### src/rtl/reaction_fsm_pkg.sv
// Shared game-state encodings and constants for the reaction timer, its LED and display stages.
// Pure definitions: no latency, no flow control.
package reaction_fsm_pkg;

    typedef logic [2:0]  state_t;
    typedef logic [13:0] ms_t;

    localparam state_t STATE_IDLE        = 3'd0;
    localparam state_t STATE_PREP        = 3'd1;
    localparam state_t STATE_TEST        = 3'd2;
    localparam state_t STATE_RESULT_OK   = 3'd3;
    localparam state_t STATE_RESULT_FAIL = 3'd4;

    localparam ms_t         MS_MAX    = 14'h3FFF;
    localparam logic [15:0] LFSR_SEED = 16'hACE1;

    // x^16 + x^14 + x^13 + x^11 + 1, shifted left with feedback into bit 0.
    function automatic logic [15:0] lfsr_next(input logic [15:0] s);
        return {s[14:0], s[15] ^ s[13] ^ s[12] ^ s[10]};
    endfunction

endpackage

### src/rtl/reaction_fsm_lfsr16.sv
// lfsr16: free-running 16-bit maximal-length LFSR, seeded with 16'hACE1 on reset.
// Advances every cycle, output registered; no flow control.
module lfsr16
    import reaction_fsm_pkg::*;
(
    input  logic        clk,
    input  logic        rst_n,
    output logic [15:0] q
);

    logic [15:0] q_q;
    logic [15:0] q_d;

    always_comb begin
        q_d = lfsr_next(q_q);
    end

    always_ff @(posedge clk or negedge rst_n) begin
        if (!rst_n) begin
            q_q <= LFSR_SEED;
        end else begin
            q_q <= q_d;
        end
    end

    assign q = q_q;

endmodule

### src/rtl/reaction_fsm.sv
// Reaction-time game FSM: random PREP delay, ms-resolution TEST timing, optional best-time tracking (HIGH_SCORE_EN).
// All outputs registered, 1-cycle latency from button pulse; inputs are single-cycle pulses, never stalled.
module reaction_fsm
    import reaction_fsm_pkg::*;
#(
    parameter int CLK_HZ         = 100000000,
    parameter int PREP_MIN_MS    = 1000,
    parameter int PREP_RAND_BITS = 11,
    parameter int TIMEOUT_MS     = 9999
) (
    input  logic        clk,
    input  logic        rst_n,
    input  logic        btn_start,
    input  logic        btn_react,
    output logic [2:0]  current_state,
    output logic [13:0] reaction_ms,
    output logic        result_valid,
    output logic        is_high_score,
    output logic [13:0] best_ms
);

    localparam int TICK_DIV = CLK_HZ / 1000;
    localparam int TICK_W   = (TICK_DIV > 1) ? $clog2(TICK_DIV) : 1;
    localparam logic [TICK_W-1:0] TICK_LAST = TICK_W'(TICK_DIV - 1);
    localparam logic [TICK_W-1:0] TICK_ONE  = TICK_W'(1);
    localparam int DLY_W = 16;
    localparam logic [DLY_W-1:0] DLY_ONE = DLY_W'(1);
    localparam ms_t MS_ONE    = 14'd1;
    localparam ms_t TIMEOUT_V = 14'(TIMEOUT_MS);

    logic [TICK_W-1:0] tick_cnt_q, tick_cnt_d;
    logic              ms_tick;
    logic [15:0]       lfsr_val;
    logic              lfsr_unused;
    logic [DLY_W-1:0]  delay_load;

    state_t           state_q, state_d;
    logic [DLY_W-1:0] delay_q, delay_d;
    ms_t              react_cnt_q, react_cnt_d;
    ms_t              react_inc;
    ms_t              reaction_q, reaction_d;
    logic             result_valid_q, result_valid_d;
    logic             go_prep, go_ok, go_fail;

    lfsr16 u_lfsr16 (
        .clk   (clk),
        .rst_n (rst_n),
        .q     (lfsr_val)
    );

    // Only the low bits seed the PREP delay; the rest keep the LFSR period intact.
    assign lfsr_unused = ^lfsr_val;
    assign delay_load  = DLY_W'(PREP_MIN_MS) + DLY_W'(lfsr_val[PREP_RAND_BITS-1:0]);

    always_comb begin
        ms_tick    = (tick_cnt_q == TICK_LAST);
        tick_cnt_d = ms_tick ? '0 : tick_cnt_q + TICK_ONE;
    end

    always_comb begin
        state_d     = state_q;
        delay_d     = delay_q;
        react_cnt_d = react_cnt_q;
        reaction_d  = reaction_q;
        go_prep     = 1'b0;
        go_ok       = 1'b0;
        go_fail     = 1'b0;
        react_inc   = (react_cnt_q == MS_MAX) ? react_cnt_q : react_cnt_q + MS_ONE;

        case (state_q)
            STATE_IDLE, STATE_RESULT_OK, STATE_RESULT_FAIL: begin
                if (btn_start) begin
                    state_d = STATE_PREP;
                    delay_d = delay_load;
                    go_prep = 1'b1;
                end
            end
            STATE_PREP: begin
                // A react pulse wins over a tick landing on the same edge.
                if (btn_react) begin
                    state_d    = STATE_RESULT_FAIL;
                    reaction_d = '0;
                    go_fail    = 1'b1;
                end else if (ms_tick) begin
                    if (delay_q <= DLY_ONE) begin
                        state_d     = STATE_TEST;
                        delay_d     = '0;
                        react_cnt_d = '0;
                    end else begin
                        delay_d = delay_q - DLY_ONE;
                    end
                end
            end
            STATE_TEST: begin
                // Latch the count held before this edge, so a press on a tick edge is not credited that tick.
                if (btn_react) begin
                    state_d    = STATE_RESULT_OK;
                    reaction_d = react_cnt_q;
                    go_ok      = 1'b1;
                end else if (ms_tick) begin
                    react_cnt_d = react_inc;
                    if (react_inc >= TIMEOUT_V) begin
                        state_d    = STATE_RESULT_FAIL;
                        reaction_d = TIMEOUT_V;
                        go_fail    = 1'b1;
                    end
                end
            end
            default: begin
                state_d = STATE_IDLE;
            end
        endcase

        result_valid_d = go_ok | go_fail;
    end

    always_ff @(posedge clk or negedge rst_n) begin
        if (!rst_n) begin
            tick_cnt_q     <= '0;
            state_q        <= STATE_IDLE;
            delay_q        <= '0;
            react_cnt_q    <= '0;
            reaction_q     <= '0;
            result_valid_q <= 1'b0;
        end else begin
            tick_cnt_q     <= tick_cnt_d;
            state_q        <= state_d;
            delay_q        <= delay_d;
            react_cnt_q    <= react_cnt_d;
            reaction_q     <= reaction_d;
            result_valid_q <= result_valid_d;
        end
    end

    assign current_state = state_q;
    assign reaction_ms   = reaction_q;
    assign result_valid  = result_valid_q;

`ifdef HIGH_SCORE_EN
    logic hs_q, hs_d;
    ms_t  best_q, best_d;

    always_comb begin
        hs_d   = hs_q;
        best_d = best_q;
        if (go_prep || go_fail) begin
            hs_d = 1'b0;
        end else if (go_ok) begin
            if (react_cnt_q < best_q) begin
                hs_d   = 1'b1;
                best_d = react_cnt_q;
            end else begin
                hs_d = 1'b0;
            end
        end
    end

    always_ff @(posedge clk or negedge rst_n) begin
        if (!rst_n) begin
            hs_q   <= 1'b0;
            best_q <= MS_MAX;
        end else begin
            hs_q   <= hs_d;
            best_q <= best_d;
        end
    end

    assign is_high_score = hs_q;
    assign best_ms       = best_q;
`else
    assign is_high_score = 1'b0;
    assign best_ms       = MS_MAX;
`endif

endmodule
### config.mk
export PLATFORM = sky130hd
export DESIGN_NAME = reaction_fsm
export DESIGN_NICKNAME = d
export VERILOG_FILES = /design/src/rtl/reaction_fsm_pkg.sv /design/src/rtl/reaction_fsm_lfsr16.sv /design/src/rtl/reaction_fsm.sv
export SDC_FILE = /design/constraint.sdc
export NUM_CORES = 1
export LEC_CHECK = 0
export CORE_MARGIN = 1.5
export CORE_UTILIZATION = 25
export DETAILED_ROUTE_END_ITERATION = 8
export GPL_TIMING_DRIVEN = 1
export PLACE_DENSITY_LB_ADDON = 0.08
export SYNTH_ARGS = -nofsm -noshare
export SYNTH_HDL_FRONTEND = slang
export SYNTH_SLANG_ARGS = --single-unit
### constraint.sdc
create_clock -name clk -period 3.9 [get_ports clk]
set_clock_uncertainty 0.2 [all_clocks]
set_input_delay 0.975 -clock clk [delete_from_list [all_inputs] [get_ports clk]]
set_output_delay 0.975 -clock clk [all_outputs]
set_load 0.005 [all_outputs]
* Word level (Yosys, flattened, before mapping) *
Index checks and enable logic that the tools add are counted.

storage, ports and cells
  input port bits = 4
  bits in registers = 81

operators by class
  multiplexer cells = 32
  add/sub/neg operators = 4
  equal/unequal tests = 17
  $lt $le $gt $ge = 2
  reduce and logical (&&, ||, !) cells = 8
  bitwise logic cells = 4

operator list
  cell                                                             number
  2-to-1 mux 14 bit                                                10
  2-to-1 mux 16 bit                                                4
  case mux 14 bit (2 select lines)                                 2
  case mux 16 bit (2 select lines)                                 1
  2-to-1 mux 3 bit                                                 7
  adder 17 x 1 -> 17 bit, second input constant                    1
  == test 17 bit, second input constant                            1
  2-to-1 mux 17 bit                                                1
  less-or-equal comparator 16 x 1 -> 1 bit, second input constant  1
  subtractor 16 x 1 -> 16 bit, second input constant               1
  adder 14 x 1 -> 14 bit, second input constant                    1
  == test 14 bit, second input constant                            1
  >= comparator 14 bit, second input constant                      1
  != test 2 bit, second input constant                             7
  adder 10 x 11 -> 12 bit, first input constant                    1
  != test 3 bit, second input constant                             4
  case mux 3 bit (3 select lines)                                  1
  AND reduction 4 bit                                              2
  == test 3 x 2 -> 1 bit, second input constant                    2
  AND reduction 6 bit                                              1
  2-to-1 mux 1 bit                                                 5
  AND reduction 5 bit                                              1
  nonzero test 2 bit                                               2
  == test 3 x 1 -> 1 bit, second input constant                    1
  6 further kinds                                                  8

* Logic depth before layout (Yosys ltp) *
  depth after elaboration = 8
  gate-level depth with buffers = 12
  gate-level depth less buffers = 10

* Hierarchy *
From an unflattened synthesis, not the netlist that was laid out.

unflattened totals
  cells, all modules = 481
  area, all modules = 4458.0 µm²

by module, submodules not included
  module        seq. area each (µm²)  area an instance (µm²)  times used  cells an instance
  reaction_fsm  1626.6                3908.7                  1           447
  lfsr16        410.4                 549.3                   1           34

* Least setup slack after synthesis *
OpenSTA, ideal clock, no wires.

  path kind = reg2reg
  start point = register react_cnt_q[0]
  end point = register reaction_q[11], in the netlist reaction_ms[11]
  data arrival time = 2636 ps
  path buffers = 2
  library setup time = 122 ps
  slack = 942 ps
  clock period less this slack = 2958 ps
  stages on the path, launching flop included = 12
  path through = dfrtp_1 > ha_1 > nand4_4 > or4_4 > buf_6 > a31oi_4 > o21ai_2 > a2111oi_4 > o21ai_1 > nor2b_1 > buf_6 > a32o_1

between the ends
  word-level cells in the longest chain between the ends = 5
  elaborated cells on any way between the ends = 6
  those cells by class = 1 x add/sub; 1 x order compare; 2 x eq/ne; 1 x mux; 1 x reduce/logical

ends and longest elaborated chain
  element                                                          RTL line             text
  from (decl)                                                      reaction_fsm.sv:39   ms_t react_cnt_q, react_cnt_d;
  from (signal assigned)                                           reaction_fsm.sv:129  react_cnt_q <= react_cnt_d;
  adder 14 x 1 -> 14 bit / == test 14 bit (equally long branches)  reaction_fsm.sv:68   react_inc = (react_cnt_q == MS_MAX) ? react_cnt_q : react_cnt_q + MS_ONE;
  2-to-1 mux 14 bit *                                              reaction_fsm.sv:68
  >= comparator 14 bit *                                           reaction_fsm.sv:102  if (react_inc >= TIMEOUT_V) begin
  != test 3 bit (no source line) *                                 --
  AND reduction 4 bit (no source line) *                           --
  to (signal assigned)                                             reaction_fsm.sv:130  reaction_q <= reaction_d;
  to (decl)                                                        reaction_fsm.sv:41   ms_t reaction_q, reaction_d;

Every way passes the cells marked *; elsewhere a longest branch is shown, timed or not.
A chain may end at the register's enable or synchronous reset.

* Final worst setup path *
  start point = register react_cnt_q[0]
  end point = register reaction_q[13], in the netlist reaction_ms[13]

The elaborated chain is that of the path after synthesis.

==> reports/results.tsv <==
stage	metric	value	unit
cells_and_area	antenna cells	0	
logic_synthesis	combined area of all synthesized cells	4310	µm²
grt	first-pass GRT wire length	17500	µm
power_and_ir_drop	Peak supply drop	0.229	mV
power_and_ir_drop	power per standard cell area	550	nW/µm²
floorplan	IO Pins	37	
timing	maximum clock rate	293	MHz
detailed_routing	detail-routed via count per cell	4.75	
clock_tree	clock tree sinks	81	
run_status	run status	finished, final reports clean	
clock_tree	buffer levels on the longest clock path	2	
timing	RSZ-0062 raised after global routing	no	
timing	worst setup margin	0.492	ns
power_and_ir_drop	static leakage	1.98	nW
logic_synthesis	syn_area_per_cell	9.44	µm²
grt	pin count of the biggest net entering global routing	82	
power_and_ir_drop	portion of total power attributed to combinational logic	30.8	%
placement	count of input and output buffers	21	
floorplan	Die Ht	134	µm
run	number of violations of the max-capacitance limit	0	
floorplan	total core area	16700	µm²
placement	half-perimeter wire length after detailed placement	7270	µm
logic_synthesis	cell taking the most area after synthesis	dfrtp_1	
logic_synthesis	number of enable-type register cells in the synthesized netlist	0	
clock_tree	Clk Tree Root Cell	clkbuf_16	
timing	setup tns final	0	ns
grt	leftover overflow at the end of global routing	0	
cells_and_area	final core area utilization	29.6	%
clock_tree	number of buffers added to fix hold violations after cts	0	
clock_tree	number of levels the H-tree was split into	3	
timing	pin slew with the least headroom to its limit	1.05	ns
timing	Final setup violation count	0	
floorplan	effective utilization at floorplan	25.8	%
grt	via count of the first global-routing pass	3299	
cells_and_area	number of fill cells in the layout	1780	
grt	number of antenna violations at the first check in global routing	1	
power_and_ir_drop	Sw Share	34.7	%
cells_and_area	ratio of cells with drive above 1 in the final layout	9.94	%
timing	part of the cycle the worst path needs	87.4	%
detailed_routing	routed via count	3291	
critical_path	Worst R2R Setup Slack	0.49	ns
timing	Slew Viols, Final	0	
timing	Final Hold Fails	0	
detailed_routing	final wirelength	10600	µm
placement	pre-CTS worst setup slack	0.471	ns
critical_path	required time of the critical path	3.93	ns
logic_synthesis	number of standard cells after synthesis	456	
power_and_ir_drop	Flop pwr share	39.6	%
logic_synthesis	share of synthesized area occupied by flip-flops and latches	47.3	%
timing	worst max-slew margin expressed relative to the limit	29.8	%
critical_path	CP Capture Type	register	
logic_synthesis	number of flip-flops and latches in the synthesized netlist	81	
logic_synthesis	Warnings, synthesis	0	
critical_path	critical path startpoint category	register	
critical_path	kind of critical path	reg -> reg	
power_and_ir_drop	clock share of power	29.6	%
clock_tree	number of setup buffers added after CTS	0	
power_and_ir_drop	internal power	1.77	mW
power_and_ir_drop	Switch Pwr	944	µW
detailed_routing	detailed-route wire length per cell	15.3	µm
logic_synthesis	top post-synthesis cells by area	dfrtp_1 42%, dfstp_2 4.9%, o21ai_0 4.9%	
detailed_routing	First-pass DRT Iterations	4	
logic_synthesis	share of async-settable or async-resettable flops after synthesis	100	%
min_path	Tightest Hold Check Type	reg -> reg	
grt	GRT Overall Usage	12.5	%
logic_synthesis	area fraction of the dominant cell type after synthesis	42.4	%
timing	Final min period	3.41	ns
critical_path	highest fanout seen on the critical path	9	
clock_tree	clk_lat worst skew	0.34	ns
clock_tree	clock tree from TritonCTS	done	
clock_tree	TritonCTS buffer count	9	
detailed_routing	Post-DRT Antenna Nets	0	
cells_and_area	final net count	477	
clock_tree	CTS clock-pin slew for the worst setup and hold paths	0.06	ns
logic_synthesis	Main synth FF type	dfrtp_1	
placement	Final Wtd Congestion	0.775	
floorplan	die outline width	134	µm
logic_synthesis	Unique masters post-synth	57	
clock_tree	count of cells resized by post-cts repair	0	
detailed_routing	number of violations reported at the end of detailed-routing iteration 0	148	
detailed_routing	DRC viols	0	
cells_and_area	Area growth, synth to finish	14.8	%
critical_path	WP data arrival	3.44	ns
power_and_ir_drop	sum of internal, switching and leakage power	2.72	mW
floorplan	floorplan die area	18000	µm²
floorplan	number of rows created at floorplan	47	
[cell usage after synthesis, drive strengths merged (8+ instances only)]
master,n
dfrtp,73
nor2,53
o21ai,45
nand2,34
a21oi,24
buf,20
nand3,20
clkbuf,19
nor3,16
xnor2,14
nand4,12
xor2,12
inv,11
a2bb2oi,8
dfstp,8
[per-stage QoR]
step           cells  hold slack, ns  area (µm²)
5_1_grt          693           0.183        4940
2_1_floorplan    469           0.133        4360
6_report         693           0.169        4940
3_3_place_gp     677           0.137        4670
4_1_cts          693           0.166        4940
3_5_place_dp     677           0.155        4670
[power by group through the flow]
stage / clock, mW / combinational [mW] / sequential (mW)
2_1_floorplan: 0 / 0.574 / 1.06
3_3_place_gp: 0 / 0.843 / 1.09
3_5_place_dp: 0 / 0.849 / 1.09
4_1_cts: 0.838 / 0.852 / 1.08
5_1_grt: 0.879 / 0.943 / 1.10
6_report: 0.805 / 0.838 / 1.08
[flip-flops by register name, summed over array words and instances (netlist names)]
signal,cells
delay_q,16
current_state,3
result_valid,1
u_lfsr16.q,16
reaction_ms,14
react_cnt_q,14
tick_cnt_q,17
[kinds of logic (layout without fill, tap and decap cells)]
group                    Yosys count  count (layout)  share of synthesized area (%)
flip-flops                        81              81                           47.3
AO/OA/AOI/OAI                    117             117                           19.1
AND/OR/NAND/NOR                  173             173                           19.9
buffers and inverters             50              54                           6.28
other                              2              15                          0.174
adder cells (fa/ha/maj)            5               5                           1.45
multiplexers                       2               2                          0.465
XOR/XNOR                          26              26                           5.29
[worst max-delay path, stage by stage, from the launching register on]
cell and delay, ns:
dfrtp_1 0.43, ha_1 0.36, and4_1 0.49, and4_1 0.25, o21bai_1 0.08, a21oi_1 0.24
a2111oi_4 0.11, o21ai_1 0.14, nor2b_1 0.73, inv_8 0.10, a2bb2oi_2 0.17
[per-layer routing]
layer / global-route usage, % / wire length (µm) / vias up
met5: 0 / 0 / -
li1: - / - / 1628
met3: 3.85 / 398 / 9
met4: 4.30 / 148 / 0
met1: 15.6 / 4900 / 1617
met2: 20.6 / 5130 / 37
[final cells by class]
cell class / count / area, µm² / share of cell area [%]
well taps: 220 / 275 / 5.57
flip-flops and latches: 81 / 2040 / 41.2
multi-input cells: 338 / 2050 / 41.5
repair buffers: 27 / 253 / 5.11
clock buffers: 9 / 225 / 4.55
clock inverters: 7 / 53.8 / 1.09
inverters: 11 / 48.8 / 0.987
[path summary, 6_finish.rpt]
path	startpoint	end	cells past startpoint
min in group asynchronous	rst_n	reaction_ms[2]	1
hold reg to reg	u_lfsr16.q[14]	u_lfsr16.q[15]	0
max in group asynchronous	rst_n	delay_q[0]	1
hold / removal	u_lfsr16.q[14]	u_lfsr16.q[15]	0
setup / recovery	react_cnt_q[0]	reaction_ms[13]	10
setup reg to reg	react_cnt_q[0]	reaction_ms[13]	10
[layout by cell type, fill, tap and decap left out, drive strengths merged, types with 5 or more instances in the layout]
master / count
a31oi: 7
dfrtp: 73
nor3: 16
nand2: 34
or3: 6
ha: 5
nand3: 20
a2bb2oi: 8
nand4: 12
inv: 13
clkbuf: 9
conb: 15
xor2: 12
buf: 7
nor2: 53
a21oi: 24
nor4: 5
nand2b: 7
nor2b: 5
xnor2: 14
clkdlybuf4s50: 20
dfstp: 8
o31ai: 7
o21ai: 45
a32o: 6
Power figures use the tool's default switching activity.
